### config.mk
export PLATFORM = sky130hd
export DESIGN_NAME = im_port_arbiter
export DESIGN_NICKNAME = d
export VERILOG_FILES = /design/src/rtl/im_port_arbiter_pkg.sv /design/src/rtl/im_port_arbiter_xlate.sv /design/src/rtl/im_port_arbiter.sv
export SDC_FILE = /design/constraint.sdc
export NUM_CORES = 1
export LEC_CHECK = 0
export BUFFER_PORTS_ARGS = -buffer_cell sky130_fd_sc_hd__buf_2
export CORE_AREA = 5 5 105 58
export CTS_CLUSTER_SIZE = 12
export DETAILED_ROUTE_END_ITERATION = 10
export DIE_AREA = 0 0 110 63
export MAX_ROUTING_LAYER = met4
export PLACE_DENSITY_LB_ADDON = 0.15
export SYNTH_ARGS = -nofsm -noshare
export SYNTH_HDL_FRONTEND = slang
export SYNTH_SLANG_ARGS = --single-unit
### constraint.sdc
create_clock -name clk -period 2.4 [get_ports clk]
set_input_delay 0.12 -clock clk [delete_from_list [all_inputs] [get_ports clk]]
set_output_delay 0.12 -clock clk [all_outputs]
set_load 0.1 [all_outputs]
### src/rtl/im_port_arbiter_pkg.sv
// -----------------------------------------------------------------------------
// im_port_arbiter_pkg
// Shared definitions for the instruction-memory port arbiter: word type,
// IM text-window base address, default index width, arbiter state encoding,
// grant-owner codes and a small address helper.
// -----------------------------------------------------------------------------
package im_port_arbiter_pkg;

  typedef logic [31:0] word_t;

  localparam word_t IM_BASE_ADDR = 32'h0000_3000;
  localparam int    IM_AW        = 13;

  typedef enum logic [1:0] {
    ST_SHARED = 2'd0,
    ST_DRAIN  = 2'd1,
    ST_LOCKED = 2'd2
  } arb_state_e;

  typedef enum logic {
    OWN_FETCH = 1'b0,
    OWN_LOAD  = 1'b1
  } owner_e;

  // A byte address is word-aligned when its two low bits are zero.
  function automatic logic is_misaligned(input logic [1:0] lsb);
    return (lsb != 2'b00);
  endfunction

endpackage

### src/rtl/im_port_arbiter_xlate.sv
// -----------------------------------------------------------------------------
// im_addr_xlate
// Combinational byte-address to IM word-index translation plus bad-address
// detection.
//   addr_i  : byte address (32 bits)
//   idx_o   : word index, (addr_i - BASE_ADDR) >> 2, truncated to AW bits
//   bad_o   : address cannot be serviced
// Configuration macro: IM_ARB_BOUNDS_CHK_EN
//   defined   : misaligned, below BASE_ADDR, or index >= 2**AW is bad
//   undefined : only misalignment is bad; the index wraps modulo 2**AW
// -----------------------------------------------------------------------------
module im_addr_xlate
  import im_port_arbiter_pkg::*;
#(
  parameter word_t BASE_ADDR = IM_BASE_ADDR,
  parameter int    AW        = IM_AW
) (
  input  word_t           addr_i,
  output logic [AW-1:0]   idx_o,
  output logic            bad_o
);

  word_t off_s;

  assign off_s = addr_i - BASE_ADDR;
  assign idx_o = off_s[AW+1:2];

`ifdef IM_ARB_BOUNDS_CHK_EN
  // Any offset bit above the index field means the word lies beyond the macro.
  assign bad_o = is_misaligned(addr_i[1:0]) | (addr_i < BASE_ADDR) | (|off_s[31:AW+2]);
`else
  // Upper offset bits are deliberately ignored so the index wraps.
  logic unused_off_hi_s;
  assign unused_off_hi_s = ^off_s[31:AW+2];
  assign bad_o = is_misaligned(addr_i[1:0]);
`endif

endmodule

### src/rtl/im_port_arbiter.sv
// -----------------------------------------------------------------------------
// im_port_arbiter
// Owns the single port of the 1-cycle synchronous-read instruction BRAM and
// shares it between the fetch stage (reads) and the program loader (word
// writes), with an exclusive load phase (SHARED -> DRAIN -> LOCKED).
// Ports:
//   clk, rst_n                      clock, async active-low reset
//   if_req_i, if_addr_i             fetch request / byte address
//   if_gnt_o                        fetch accepted this cycle
//   if_rvalid_o, if_rdata_o, if_err_o  read return one cycle after grant
//   ld_req_i, ld_addr_i, ld_wdata_i loader write request / address / data
//   ld_lock_i                       loader asks for exclusive ownership
//   ld_gnt_o, ld_err_o              write accepted / dropped-write pulse
//   locked_o                        exclusive load phase active
//   mem_we_o, mem_addr_o, mem_wdata_o, mem_rdata_i  BRAM port
// Configuration macro: IM_ARB_BOUNDS_CHK_EN (range checking, see im_addr_xlate)
// -----------------------------------------------------------------------------
module im_port_arbiter
  import im_port_arbiter_pkg::*;
#(
  parameter word_t BASE_ADDR = IM_BASE_ADDR,
  parameter int    AW        = IM_AW
) (
  input  logic          clk,
  input  logic          rst_n,
  input  logic          if_req_i,
  input  logic [31:0]   if_addr_i,
  output logic          if_gnt_o,
  output logic          if_rvalid_o,
  output logic [31:0]   if_rdata_o,
  output logic          if_err_o,
  input  logic          ld_req_i,
  input  logic [31:0]   ld_addr_i,
  input  logic [31:0]   ld_wdata_i,
  input  logic          ld_lock_i,
  output logic          ld_gnt_o,
  output logic          ld_err_o,
  output logic          locked_o,
  output logic [3:0]    mem_we_o,
  output logic [AW-1:0] mem_addr_o,
  output logic [31:0]   mem_wdata_o,
  input  logic [31:0]   mem_rdata_i
);

  logic [AW-1:0] if_idx_s, ld_idx_s;
  logic          if_bad_s, ld_bad_s;
  logic          if_gnt_s, ld_gnt_s;

  arb_state_e    state_q, state_d;
  owner_e        last_q, last_d;
  logic          rvalid_q, rerr_q, lderr_q;

  im_addr_xlate #(.BASE_ADDR(BASE_ADDR), .AW(AW)) u_if_xlate (
    .addr_i (if_addr_i),
    .idx_o  (if_idx_s),
    .bad_o  (if_bad_s)
  );

  im_addr_xlate #(.BASE_ADDR(BASE_ADDR), .AW(AW)) u_ld_xlate (
    .addr_i (ld_addr_i),
    .idx_o  (ld_idx_s),
    .bad_o  (ld_bad_s)
  );

  // Grant selection and next-state: grants are decided in the request cycle.
  always_comb begin
    if_gnt_s = 1'b0;
    ld_gnt_s = 1'b0;
    state_d  = state_q;
    last_d   = last_q;
    case (state_q)
      ST_SHARED: begin
        if (ld_lock_i) begin
          // Lock request wins over everything; nothing is granted this cycle.
          state_d = ST_DRAIN;
        end else if (if_req_i && ld_req_i) begin
          if (last_q == OWN_FETCH) begin
            ld_gnt_s = 1'b1;
            last_d   = OWN_LOAD;
          end else begin
            if_gnt_s = 1'b1;
            last_d   = OWN_FETCH;
          end
        end else if (if_req_i) begin
          if_gnt_s = 1'b1;
          last_d   = OWN_FETCH;
        end else if (ld_req_i) begin
          ld_gnt_s = 1'b1;
          last_d   = OWN_LOAD;
        end else begin
          last_d = last_q;
        end
      end
      ST_DRAIN: begin
        // The only possible in-flight read returns during the entry cycle.
        if (ld_lock_i) begin
          state_d = ST_LOCKED;
        end else begin
          state_d = ST_SHARED;
        end
      end
      ST_LOCKED: begin
        ld_gnt_s = ld_req_i;
        // Leaving the lock hands priority to fetch for the first conflict.
        last_d   = OWN_LOAD;
        if (ld_lock_i) begin
          state_d = ST_LOCKED;
        end else begin
          state_d = ST_SHARED;
        end
      end
      default: begin
        state_d = ST_SHARED;
        last_d  = OWN_FETCH;
      end
    endcase
  end

  // Arbiter state, priority history and read-return pipeline.
  always_ff @(posedge clk or negedge rst_n) begin
    if (!rst_n) begin
      state_q  <= ST_SHARED;
      last_q   <= OWN_FETCH;
      rvalid_q <= 1'b0;
      rerr_q   <= 1'b0;
      lderr_q  <= 1'b0;
    end else begin
      state_q  <= state_d;
      last_q   <= last_d;
      rvalid_q <= if_gnt_s;
      rerr_q   <= if_gnt_s & if_bad_s;
      lderr_q  <= ld_gnt_s & ld_bad_s;
    end
  end

  assign if_gnt_o    = if_gnt_s;
  assign ld_gnt_o    = ld_gnt_s;
  assign if_rvalid_o = rvalid_q;
  assign if_err_o    = rerr_q;
  assign if_rdata_o  = (rvalid_q && !rerr_q) ? mem_rdata_i : 32'h0000_0000;
  assign ld_err_o    = lderr_q;
  assign locked_o    = (state_q == ST_LOCKED);

  // A dropped write still takes its grant but never touches the macro.
  assign mem_we_o    = (ld_gnt_s && !ld_bad_s) ? 4'hF : 4'h0;
  assign mem_addr_o  = ld_gnt_s ? ld_idx_s : if_idx_s;
  assign mem_wdata_o = ld_wdata_i;

endmodule

==> results.toml <==
[setup_path]
crit_top_cell = "ha_4"
worstPathArrival_ps = 2520
path_class = "reg2out"
r2r_slack_ps = 1020
timing.rr.start = "state_q[0]$_DFFE_PN0P_"
critPathMaxFanout = 4
critPathLaunchType = "flip-flop"
cpPeakStageDelay_ps = 380
r2r_cells = 7
crit_path_end_kind = "output port"
required_ps = 2280
cp_cell_sequence = "inv_2 > ha_4 > nand2b_4 > a21oi_4 > o21a_4 > mux2_4 > ha_4 > nor2b_4 > o211a_1 > nor4b_4 > buf_12"
timing.rr.end = "ld_err_o$_DFF_PN0_"
cp_slowest_cell = "dfrtp_1"

[floorplanning]
die_y_um = 63
num_rows = 19
coreArea_um2 = 5160
start_util_pct = 20.8
io_pins = 220
fp.dieW_um = 110
die_area_um2 = 6930

[power]
finalPower_mw = 2.14
p_leak_nw = 1.06
vdd_drop_max_v = 0.000332
power_density_nw_per_um2 = 1140

[outcome]
outcome = "finished with violations"
violations = "setup timing"

[hold_path]
hp-start = "if_addr_i[0]"
hold_path.class = "in2reg"
min_path_cells = 2
min_to = "if_err_o$_DFF_PN0_"

[global_route]
grt_pass1_vias = 1164
grt_max_degree = 33
grt.total_usage_pct = 11.2
antenna_found_initial = 0
overflow = 0
grt_first_pass_wirelength_um = 6170

[detailed_routing]
drtAntennaViolNets = 0
firstDrtPassIters = 3
via_per_inst = 3.85
vias = 1143
wl_um = 4080
drt_iter0_markers = 21
drc = 0
wire_per_inst_um = 13.7

[timing]
tightest_slew_ps = 511
max_slew_margin_pct = 66.1
hold_slack_ps = 107
slew_violations = 0
period_share_pct = 110
fin_skew_ps = 3.08
fmax_mhz = 378
hold_viol = 0
layout_setup_ws_ps = -245
setup_viol = 1
period_minus_slack_ps = 2640
rsz0062_at_grt = "true"

[place]
gp_congestion = 0.719
port_buffers = 121
dp_hpwl_um = 3640
place_area_um2 = 1810
dp_cells = 293

[finish]
final_net_count = 364
antenna_cells = 0
area_growth_pct = 75.9
stdcell_count = 297
final_util_pct = 36.5
stdcell_area_um2 = 1880
drive_gt1_share_pct = 71.9

[synthesis]
yosysTopAreaCellShare_pct = 24.5
synth_fp_nets = 264
avgSynthCellArea_um2 = 8.50
synth_top_cell_by_area = "buf_4"
synthCells = 126
yosysWarnings = 0
synthDistinctLibCells = 26
yosysSeqAreaShare_pct = 14.0
synth_seq_cells = 6
synthTopCellsByArea = "buf_4 (25%), and2_1 (19%), dfrtp_1 (14%), mux2_4 (8.4%), mux2_2 (6.3%)"
syn-cell-area_um2 = 1070

[clocking]
cts-buffers-inserted = 3
cts.htree.levels = 1
clock_latency_ps = 220
cts.sinks = 6
clk_pin_slew_ps = 40
root_buffer = "clkbuf_8"
clock_path_buffers = 2
cts_tree = "built"
cts_setup_buffers = 0

[run]
cap_violations = 0
-- timing repair --
item / in CTS / in global routing
endpoints found under the setup margin: 1 / 1
pin swaps: 1 / 0
hold endpoints to repair: 6 / 0
hold buffers: 1 / 0
gates resized for setup: 4 / 1
-- cells in the final DEF, fill, tap and decap left out --
cell type	Yosys	routed
ha_1	5	2
nor2b_4	0	1
a211oi_2	0	1
o21ai_0	2	2
inv_1	3	1
nand2b_1	3	2
buf_4	35	13
nor3b_2	0	1
o211ai_1	1	1
nor4b_4	0	1
mux2_4	6	6
dlygate4sd3_1	0	1
o21bai_1	1	1
buf_2	0	109
mux2_2	6	6
nand3b_1	1	1
o21a_1	4	3
a21oi_1	4	4
clkbuf_8	0	3
nand2_1	1	1
a21oi_4	0	1
buf_12	1	12
ha_4	0	3
o211a_1	1	1
and2_1	32	32
mux2i_1	1	1
nor2_1	2	2
dfrtp_1	6	6
inv_2	0	2
nand2b_4	0	1
o21a_4	0	1
nor2b_1	3	2
-- worst max-delay path: cells and delay by family, from the launching register on --
family                     cells  cell delay (ps)
buffers and inverters          2              290
AOI/OAI and AO/OA              3              520
and+or+nand+nor                3              450
adders and majority gates      2              320
DFF                            1              380
muxes                          1              320
-- registers in the layout (all words and copies together) (netlist names) --
signal       count
last_q           1
if_err_o         1
ld_err_o         1
state_q          2
if_rvalid_o      1
-- power breakdown --
| group | total (mW) | switching, mW | internal [mW] | leakage (nW) |
|---|---|---|---|---|
| sequential | 0.158 | 0.0237 | 0.134 | 0.0775 |
| combinational | 1.83 | 1.28 | 0.551 | 0.963 |
| clock | 0.153 | 0.0451 | 0.108 | 0.0216 |
-- worst max-delay path by stage --
| stage | from | end | slack [ps] | depth (start not counted) |
|---|---|---|---|---|
| after detailed placement | state_q[0]$_DFFE_PN0P_ | mem_addr_o[12] | -150 | 11 |
| after global routing | state_q[0]$_DFFE_PN0P_ | mem_addr_o[12] | -350 | 11 |
| after global placement | state_q[0]$_DFFE_PN0P_ | mem_addr_o[12] | -60 | 11 |
| after CTS | state_q[0]$_DFFE_PN0P_ | mem_addr_o[12] | -280 | 11 |
| after floorplan | state_q[0]$_DFFE_PN0P_ | mem_addr_o[12] | -950 | 10 |
| final | state_q[0]$_DFFE_PN0P_ | mem_addr_o[12] | -240 | 11 |
-- synth_stat cells --
cell type   n
mux2_4      6
buf_6       1
nor2b_1     3
mux2i_1     1
nor4b_1     1
dfrtp_1     6
inv_1       3
ha_1        5
o211a_1     1
o21ai_0     2
nand3b_1    1
nand2b_1    3
buf_4      35
nor3b_1     1
a21oi_1     4
and2_1     32
nor2_1      2
a211oi_1    1
o211ai_1    1
clkbuf_1    3
buf_12      1
o21a_1      4
a21oi_2     1
o21bai_1    1
mux2_2      6
nand2_1     1
-- layout make-up --
cell class | instances | area [um2]
Fill cell | 542 | 3270
Timing Repair Buffer | 135 | 893
Multi-Input combinational cell | 77 | 697
Sequential cell | 6 | 150
Tap cell | 73 | 91.3
Clock buffer | 3 | 41.3
Inverter | 3 | 11.3
-- logic make-up after synthesis --
logic type | count (synthesis) | share of synthesized area (%)
and+or+nand+nor | 44 | 25.5
buffers and inverters | 43 | 29.6
AOI/OAI and AO/OA | 15 | 9.46
muxes | 13 | 15.7
DFF | 6 | 14.0
adders and majority gates | 5 | 5.84
-- per-stage QoR --
stage / TNS [ps] / setup slack, ps
final: -245 / -245
after global routing: -349 / -349
after CTS: -276 / -276
after detailed placement: -153 / -153
after global placement: -58.0 / -58.0
after floorplan: -4730 / -954
-- layer usage --
metal  global-route usage (%)  wire, um
met2                     17.7      1810
met3                     5.37       566
met5                        -         0
met1                     13.5      1700
met4                    0.933         6
Note: power is estimated with default switching activity, not from simulation.
